===== src/rtl/multicycle_controller.sv =====
// Multicycle control FSM for the RISC datapath: IF/ID/EX/MEM/WB/HALT sequencing with
// outputs decoded from the registered state and the live instruction fields.
module multicycle_controller (
    input  logic       clk,
    input  logic       Rst,
    input  logic [4:0] opcode,
    input  logic [1:0] ALUopcode,
    input  logic [2:0] PSW_NZC,
    output logic       ALUorNot,
    output logic       LIorMOV,
    output logic       MEMresource,
    output logic       WE_MEM,
    output logic       Buff_MEMIns,
    output logic       WBresource,
    output logic       RBresource,
    output logic       oprandB,
    output logic       LI,
    output logic       PCplus1orWB,
    output logic       WE_RF,
    output logic       Flag,
    output logic       ALUop,
    output logic       Buff_PSW,
    output logic       Branch,
    output logic [1:0] Jump,
    output logic       Buff_PC,
    output logic       done,
    output logic [2:0] state
);
    typedef enum logic [2:0] {
        S_IF   = 3'd0,
        S_ID   = 3'd1,
        S_EX   = 3'd2,
        S_MEM  = 3'd3,
        S_WB   = 3'd4,
        S_HALT = 3'd5
    } state_t;

    state_t state_q, state_d;

    logic is_hlt, is_alurr, is_mov, is_addi, is_subi, is_lli, is_lhi;
    logic is_ldrri, is_ldr, is_strri, is_str, is_long, br_taken;
    logic flag_z, flag_c, unused_flag_n;

    assign flag_z        = PSW_NZC[1];
    assign flag_c        = PSW_NZC[0];
    assign unused_flag_n = PSW_NZC[2];

    assign is_hlt   = (opcode == 5'b00000) && (ALUopcode == 2'b01);
    assign is_alurr = (opcode == 5'b00001);
    assign is_mov   = (opcode == 5'b00010);
    assign is_addi  = (opcode == 5'b00011);
    assign is_subi  = (opcode == 5'b00100);
    assign is_lli   = (opcode == 5'b01000);
    assign is_lhi   = (opcode == 5'b01001);
    assign is_ldrri = (opcode == 5'b01010);
    assign is_ldr   = is_ldrri || (opcode == 5'b01011);
    assign is_strri = (opcode == 5'b01100);
    assign is_str   = is_strri || (opcode == 5'b01101);
    // Everything not in the multi-stage classes (OutR, NOP, branches, HLT, unmapped) retires in ID.
    assign is_long  = is_alurr || is_mov || is_addi || is_subi || is_lli || is_lhi || is_ldr || is_str;

    always_comb begin
        unique case (opcode)
            5'b10000: br_taken = ~flag_c;
            5'b10001: br_taken = flag_c;
            5'b10010: br_taken = ~flag_z;
            5'b10011: br_taken = flag_z;
            5'b10100: br_taken = 1'b1;
            default:  br_taken = 1'b0;
        endcase
    end

    always_ff @(posedge clk or negedge Rst) begin
        if (!Rst) state_q <= S_IF;
        else      state_q <= state_d;
    end

    always_comb begin
        state_d     = S_IF;
        ALUorNot    = 1'b0;
        LIorMOV     = 1'b0;
        MEMresource = 1'b0;
        WE_MEM      = 1'b0;
        Buff_MEMIns = 1'b0;
        WBresource  = 1'b0;
        RBresource  = 1'b0;
        oprandB     = 1'b0;
        LI          = 1'b0;
        PCplus1orWB = 1'b0;
        WE_RF       = 1'b0;
        Flag        = 1'b0;
        ALUop       = 1'b0;
        Buff_PSW    = 1'b0;
        Branch      = 1'b0;
        Buff_PC     = 1'b0;
        done        = 1'b0;
        case (state_q)
            S_IF: begin
                Buff_MEMIns = 1'b1;
                state_d     = S_ID;
            end
            S_ID: begin
                if (!is_long) begin
                    Buff_PC = 1'b1;
                    Branch  = br_taken;
                    state_d = is_hlt ? S_HALT : S_IF;
                end else begin
                    oprandB    = is_addi || is_subi || is_ldrri || is_strri;
                    RBresource = is_lhi;
                    LI         = is_lhi;
                    state_d    = S_EX;
                end
            end
            S_EX: begin
                // For register-register ops ALUopcode already encodes {sub, carry}.
                if (is_alurr || is_addi || is_subi) begin
                    Buff_PSW = 1'b1;
                    Flag     = is_alurr && ALUopcode[0];
                    ALUop    = (is_alurr && ALUopcode[1]) || is_subi;
                end
                RBresource = is_str;
                state_d    = S_MEM;
            end
            S_MEM: begin
                ALUorNot    = is_lli || is_lhi || is_mov;
                LIorMOV     = is_mov;
                MEMresource = is_ldr || is_str;
                WE_MEM      = is_str;
                Buff_PC     = is_str;
                state_d     = is_str ? S_IF : S_WB;
            end
            S_WB: begin
                WE_RF       = 1'b1;
                Buff_PC     = 1'b1;
                PCplus1orWB = !is_ldr;
                WBresource  = is_ldr;
                state_d     = S_IF;
            end
            S_HALT: begin
                done    = 1'b1;
                state_d = S_HALT;
            end
            default: state_d = S_IF;
        endcase
        // Forcing outputs low while reset is held also kills any in-flight write strobe at once.
        if (!Rst) begin
            ALUorNot    = 1'b0;
            LIorMOV     = 1'b0;
            MEMresource = 1'b0;
            WE_MEM      = 1'b0;
            Buff_MEMIns = 1'b0;
            WBresource  = 1'b0;
            RBresource  = 1'b0;
            oprandB     = 1'b0;
            LI          = 1'b0;
            PCplus1orWB = 1'b0;
            WE_RF       = 1'b0;
            Flag        = 1'b0;
            ALUop       = 1'b0;
            Buff_PSW    = 1'b0;
            Branch      = 1'b0;
            Buff_PC     = 1'b0;
            done        = 1'b0;
        end
    end

    assign Jump  = 2'b00;
    assign state = state_q;
endmodule


===== config.mk =====
export PLATFORM = sky130hd
export DESIGN_NAME = multicycle_controller
export DESIGN_NICKNAME = d
export VERILOG_FILES = /design/src/rtl/multicycle_controller.sv
export SDC_FILE = /design/constraint.sdc
export NUM_CORES = 1
export LEC_CHECK = 0
export BUFFER_PORTS_ARGS = -buffer_cell sky130_fd_sc_hd__clkbuf_2
export CAP_MARGIN = 10
export CELL_PAD_IN_SITES_DETAIL_PLACEMENT = 1
export CELL_PAD_IN_SITES_GLOBAL_PLACEMENT = 1
export CORE_MARGIN = 2
export CORE_UTILIZATION = 28
export CTS_BUF_LIST = sky130_fd_sc_hd__clkbuf_8
export DETAILED_ROUTE_END_ITERATION = 10
export PLACE_DENSITY_LB_ADDON = 0.1
export SLEW_MARGIN = 20
export SYNTH_ARGS = -nofsm -noshare
export SYNTH_HDL_FRONTEND = slang
export SYNTH_SLANG_ARGS = --single-unit

===== constraint.sdc =====
create_clock -name clk -period 1.5 [get_ports clk]
set_input_delay 0.075 -clock clk [delete_from_list [all_inputs] [get_ports clk]]
set_output_delay 0.075 -clock clk [all_outputs]
set_load 0.03 [all_outputs]

; ---- Yosys cells after proc, flatten, opt, wreduce, memory -nomap -nowiden
; Cells that the tools add are included.
[word_totals]
register_bits = 3
in_bits = 12
output_inout_bits = 22
word_cells = 94
[op_classes]
n_eq_ne = 21
muxes = 46
bitwise = 2
n_reduce_logical = 24
[ops]
columns = op, count
row1 = two-way mux 1 bit, 39
row2 = "equality test 5 x 4 -> 1 bit, second input constant", 6
row3 = "equality test 5 bit, second input constant", 5
row4 = logical OR 1 bit, 18
row5 = one-hot mux 3 bit (5 select lines), 1
row6 = "equality test 5 x 2 -> 1 bit, second input constant", 2
row7 = two-way mux 3 bit, 3
row8 = "equality test 3 x 2 -> 1 bit, second input constant", 2
row9 = "equality test 3 bit, second input constant", 2
row10 = "equality test 5 x 1 -> 1 bit, second input constant", 1
row11 = "equality test 5 x 3 -> 1 bit, second input constant", 1
row12 = zero test 5 bit, 1
row13 = one-hot mux 1 bit (5 select lines), 1
row14 = "equality test 3 x 1 -> 1 bit, second input constant", 1
row15 = logical AND 1 bit, 3
row16 = zero test 3 bit, 1
row17 = one-hot mux 1 bit (3 select lines), 1
row18 = "equality test 2 x 1 -> 1 bit, second input constant", 1
row19 = inverter 1 bit, 2
row20 = one-hot mux 1 bit (2 select lines), 1
row21 = zero test 1 bit, 1

; ---- Logic depth before layout (Yosys ltp)
; Gate-level depths: netlist of the first run.
[depth]
depth_word = 11
ltp_mapped = 4
depth_no_buf = 3

; ---- Least setup slack after synthesis of the first run
; No wires, ideal clock.
[synth_path]
path_type = reg-to-output
from = reg state_q[2], in the netlist state[2]
to = out Buff_PC
t_arrival_ns = 2.147
t_required_ns = 1.425
setup_slack_ns = -0.722
path_stages_with_launch = 4
n_path_buf = 0
cell_sequence = dfrtp_1 nand2b_4 nor4_1 a211o_1
[synth_between]
elab_chain_cells = 3
word_cells_on_any_way = 5
classes_between = eq/ne (3) / mux (2)
[synth_rtl]
columns = item, line
row1 = from (decl), 38  ; state_t state_q, state_d;
row2 = from (signal assigned), 75  ; else state_q <= state_d;
row3 = equality test 3 bit (tied with other cells), 97  ; case (state_q)
row4 = one-hot mux 1 bit (3 select lines) (*), 97
row5 = two-way mux 1 bit (*), 146  ; if (!Rst) begin
row6 = to (decl), 25  ; output logic Buff_PC,
; Every way passes the cells marked *; elsewhere a longest branch is shown, timed or not.

; ---- Worst setup path after layout of the first run
[layout_path]
from = reg state_q[0], in the netlist state[0]
to = out Buff_PSW
[layout_between]
elab_chain_cells = 3
[layout_rtl]
columns = item, line
row1 = equality test 3 x 2 -> 1 bit, 97
row2 = two-way mux 1 bit, 97
row3 = two-way mux 1 bit, 146
row4 = to (decl), 22  ; output logic Buff_PSW,
; Every way passes these cells.

==> results of run 1 <==
## cell usage in the layout, fill, tap and decap left out, types with 4 or more instances in the layout
cell type / count
nor2_1: 6
nor2b_1: 6
clkbuf_8: 10
o21ai_0: 4
nor4_4: 4
clkbuf_2: 14
inv_1: 4
buf_6: 6
buf_4: 18
## kinds of logic (layout without fill, tap and decap cells)
kind of cell | after synthesis | in the layout | share of synthesized area (%)
flops | 3 | 3 | 13.79
other cells | 1 | 2 | 0.6890
simple gates | 48 | 48 | 57.24
compound gates | 14 | 14 | 16.32
buf+inv | 10 | 56 | 8.735
xor+xnor | 2 | 2 | 3.219
## repair_timing
action | in CTS | in global routing
hold endpoints to repair | 3 | 0
gates resized for setup | 28 | 25
hold buffers | 1 | 0
pin swaps | 6 | 4
setup buffers | 4 | 1
setup endpoints to repair | 12 | 16
## tightest hold or removal path, stage by stage
cell,delay [ps]
clkbuf_2,90
nor2b_1,40
nand4_1,110
o211ai_1,110
## power by group
| group | internal, mW | total (mW) | switching [mW] | leakage (nW) |
|---|---|---|---|---|
| sequential | 0.128 | 0.169 | 0.0409 | 0.0345 |
| combinational | 0.476 | 1.10 | 0.623 | 0.428 |
| clock | 0.174 | 0.229 | 0.0544 | 0.0269 |
## synth_stat cells, types with 2 or more instances
cell type | n | area (um^2)
a21oi_1 | 3 | 15.01
nor3b_1 | 3 | 22.52
buf_2 | 2 | 10.01
clkbuf_1 | 3 | 11.26
nor2_1 | 8 | 30.03
nand3_1 | 3 | 15.01
buf_4 | 2 | 15.01
dfrtp_1 | 3 | 75.07
nand3b_1 | 3 | 22.52
nand2_1 | 4 | 15.01
nor2b_1 | 6 | 37.54
nand4_1 | 3 | 18.77
inv_1 | 3 | 11.26
nor4_1 | 4 | 25.02
nor3_1 | 2 | 10.01
o21ai_0 | 4 | 20.02
## area by class of cell
class                   instances  area (um^2)  area share, %
multi-input cells              66        559.3          49.07
clock buffers                   3        41.29          3.622
inverters                       3        11.26         0.9879
flip-flops and latches          3        78.83          6.915
repair buffers                 49        414.1          36.33
clock inverters                 1        3.754         0.3293
well taps                      25        31.28          2.744
## worst min path at each step
stage                     cells after the start  slack, ps  endpoint
after floorplan                               0       -220  state[0]
after global placement                        2          7  state[1]
after detailed placement                      2          7  state[1]
after CTS                                     4        270  state[0]
after global routing                          4        300  state[0]
final                                         4        270  state[0]
## metal layers
layer / wire, um / up-vias
met3: 130 / 2
met5: 0 / -
met2: 1461 / 40
li1: - / 381
met1: 1055 / 387
met4: 21 / 0
## through the flow
step                      hold WS [ps]  power [mW]  cells  setup TNS, ps
after floorplan                 -220.6      0.6690     79          -1018
after global placement           7.052      0.9795    142         -345.5
after detailed placement         6.941       1.002    142         -432.7
after CTS                        266.1       1.410    150          -1432
after global routing             296.7       1.580    150          -2097
final                            267.0       1.498    150          -1558
==> out/metrics.yaml, run 1 <==
hp-start: "ALUopcode[1]"
status: "complete, but fails checks"
final_util_pct: 63.93
fin_area_mm2: 0.001140
ant_nets: 0
met1_usage_pct: 30.51
fmax_ghz: 0.5530
vias_per_cell: 5.400
routabilityCongestion: 0.7814
peakVddDrop_v: 0.0008824
cts_max_level: 1
clock_sinks: 3
pre_cts_slack_ps: -132.4
required_ps: 1420
synth_edf_count: 0
finalCriticalPeriod_ps: 1808
drcViolationCount: 0
syn-instance-count: 78
area_growth_pct: 109.4
finalWorstSetupSlack_ps: -308.3
diodes: 0
grt-busiest-layer: "met2"
core-area_mm2: 0.001783
cp.depth: 5
grtUsageMet2_pct: 48.53
hold_viol: 0
worstSetupEndpoint: "Buff_PSW"
ys_async_sr_fraction_pct: 100.0
initial_utilization_pct: 30.53
regToRegEndpoint: "state[2]"
clkLatencyLatePin_ps: 210
skew_ps: 2.397
cts_root_buf: "clkbuf_8"
die_h_um: 48.09
rows: 15
startpoint: "state[0]"
hpwl_um: 1764
worst_setup_path_end_kind: "output port"
hp-class: "in2reg"
largest_reg_flops: 3
critPathSlowestCell: "or4_4"
avgRoutedWirePerCell_um: 17.79
cp_cell_sequence: "or2b_1 -> or4_4 -> buf_6 -> nor2_2 -> clkbuf_8"
cp_num_buf_inv: 2
synth_area_um2: 544.3
powerDensity_mw_per_mm2: 1314
routed-via-count: 810
use_met3_pct: 5.185
failed_checks: "negative setup slack"
grt_max_degree: 11
worst_r2r_path_depth: 6
synth_cell_types: 38
crit_path_max_fanout: 2
synth_area_per_cell_um2: 6.978
setup_viol: 9
first_pass_iters: 4
wl_um: 2668
fillers: 212
synth-main-ff-cell: "dfrtp_1"
rsz0062_at_grt: "yes"
cts_made_buffers: 3
grt_pass1_vias: 854
drive_gt1_share_pct: 59.20
drv_slew: 0
crit_type: "reg2out"
rrSetupSlack_ps: 130
cts_tree: "done"
yosysWarnings: 0
fin_nets: 138
antenna_found_initial: 0
place_area_um2: 882.1
power.leakage_nw: 0.4899
ys_seq_area_share_pct: 13.79
max-cap-violations: 0
start_kind: "flip-flop"
cts_buffer_depth: 2
gr-usage-all-layers_pct: 25.93
dieArea_mm2: 0.002313
clk_pin_slew_ps: 30
die_x_um: 48.09
grt_pass1_wl_um: 4105
timing.rr.start: "state[1]"
fin_crit_sh_pct: 120.6
crit_family: "simple AND/OR/NAND/NOR gates"
yosys_register_bits: 3
grt_overflow: 0
port_buffers: 30
cp.arrival_ps: 1730
drt_iter0_drc: 11
critPathMaxStageDelay_ps: 460
io_pins: 34
Power figures use the tool's default switching activity.
==> inputs of run 2 (changes only) <==
- CELL_PAD_IN_SITES_DETAIL_PLACEMENT: 1 -> 0
- CELL_PAD_IN_SITES_GLOBAL_PLACEMENT: 1 -> 2
- CORE_UTILIZATION: 28 -> 21
==> out/metrics.yaml, run 2 (synthesis results as in run 1) <==
setup_viol: 12
grt_pass1_wl_um: 3581
antenna_found_initial: 0
timing.rr.start: "state[1]"
placedCellCount: 148
drt_iter0_drc: 31
routabilityCongestion: 0.7159
finalCriticalPeriod_ps: 1793
final_util_pct: 48.84
rsz0062_at_grt: "yes"
fin_tns_setup_ps: -1556
regToRegEndpoint: "state[2]"
cts_buffer_depth: 2
worstSetupEndpoint: "Flag"
grt_max_degree: 13
largest_reg_flops: 3
finalWorstSetupSlack_ps: -293.3
drcViolationCount: 0
clk_pin_slew_ps: 30
failed_checks: "negative setup slack"
rrSetupSlack_ps: 60
status: "complete, but fails checks"
rows: 18
fillers: 247
first_pass_iters: 4
fin_crit_sh_pct: 119.6
hpwl_um: 1549
startpoint: "state[0]"
wl_um: 2311
cts_root_buf: "clkbuf_8"
power_mw: 1.664
skew_ps: 0.4660
clkLatencyLatePin_ps: 220
crit_type: "reg2out"
max-cap-violations: 0
ant_nets: 0
fin_nets: 143
avgRoutedWirePerCell_um: 14.44
fin_cells: 160
initial_utilization_pct: 21.97
routed-via-count: 810
diodes: 0
final_common_cell: "buf_4"
required_ps: 1420
cts_tree: "done"
hold_viol: 0
vias_per_cell: 5.063
crit_path_max_fanout: 2
io_pins: 34
port_buffers: 30
peakVddDrop_v: 0.0009107
core-area_mm2: 0.002477
pre_cts_slack_ps: -123.7
cp.arrival_ps: 1720
hp-class: "in2reg"
gr-usage-all-layers_pct: 16.98
cts_max_level: 1
cts_made_buffers: 3
die_x_um: 54.91
grt_pass1_vias: 760
powerDensity_mw_per_mm2: 1375
worst_setup_path_end_kind: "output port"
start_kind: "flip-flop"
dieArea_mm2: 0.003015
worst_r2r_path_depth: 7
die_h_um: 54.91
area_growth_pct: 122.3
grt_overflow: 0
layout_common_cells: "buf_4 (22), clkbuf_2 (13), clkbuf_8 (9), buf_6 (9), nor2b_1 (6)"
fmax_ghz: 0.5576
clock_sinks: 3
drv_slew: 0
power.leakage_nw: 0.5169
drive_gt1_share_pct: 61.54
-- run 2: cell types whose count changed in the layout (fill, tap and decap cells not counted), sizes merged --
cell	previous run	this run
buf	27	34
clkbuf	24	22
-- run 2: layer usage --
metal / vias up / track usage, % / part of all wire [%]
met5: - / 0 / 0
met4: 0 / 3.659 / 0
met3: 0 / 4.301 / 4.8
met2: 24 / 26.59 / 47
met1: 394 / 23.45 / 48
li1: 392 / - / -
-- run 2: worst min path at each step --
stage / startpoint / endpoint / slack [ps] / cells after the start
CTS: ALUopcode[1] / state[0] / 240 / 4
global route: ALUopcode[1] / state[2] / 280 / 4
finish: ALUopcode[1] / state[2] / 240 / 4
detailed placement: Rst / state[2] / -5 / 2
floorplan: Rst / state[0] / -220 / 0
global placement: Rst / state[2] / -10 / 2
-- run 2: cell type report --
class                   count  area (um^2)  share of cell area, %
multi-input cells          66        568.0                  46.95
repair buffers             54        469.2                  38.78
flip-flops and latches      3        78.83                  6.515
clock buffers               3        41.29                  3.413
well taps                  30        37.54                  3.102
inverters                   3        11.26                 0.9307
clock inverters             1        3.754                 0.3102
-- run 2: critical path: stages, from the launching register on --
cell and delay [ps]:
dfrtp_2 390, or2b_1 240, or4_4 450, buf_6 150
nor3_4 100, clkbuf_8 170
-- run 2: metrics by stage --
| stage | area, um^2 | hold WS [ps] |
|---|---|---|
| 6_report | 1210 | 238.6 |
| 5_1_grt | 1210 | 275.7 |
| 4_1_cts | 1154 | 237.6 |
| 3_5_place_dp | 895.9 | -4.734 |
| 3_3_place_gp | 895.9 | -9.725 |
| 2_1_floorplan | 624.3 | -220.6 |
-- run 2: what timing repair did --
item	CTS	global route
pin swaps	12	3
setup endpoints to repair	14	17
gates resized for setup	39	23
endpoints found under the hold margin	3	0
hold buffers	1	0
buffers inserted	6	3
-- run 2: where the power goes --
group	switching (mW)	internal, mW	leakage (nW)
registers	0.0428	0.128	0.0345
clock network	0.0632	0.175	0.0269
logic	0.645	0.610	0.455
total	0.751	0.913	0.517
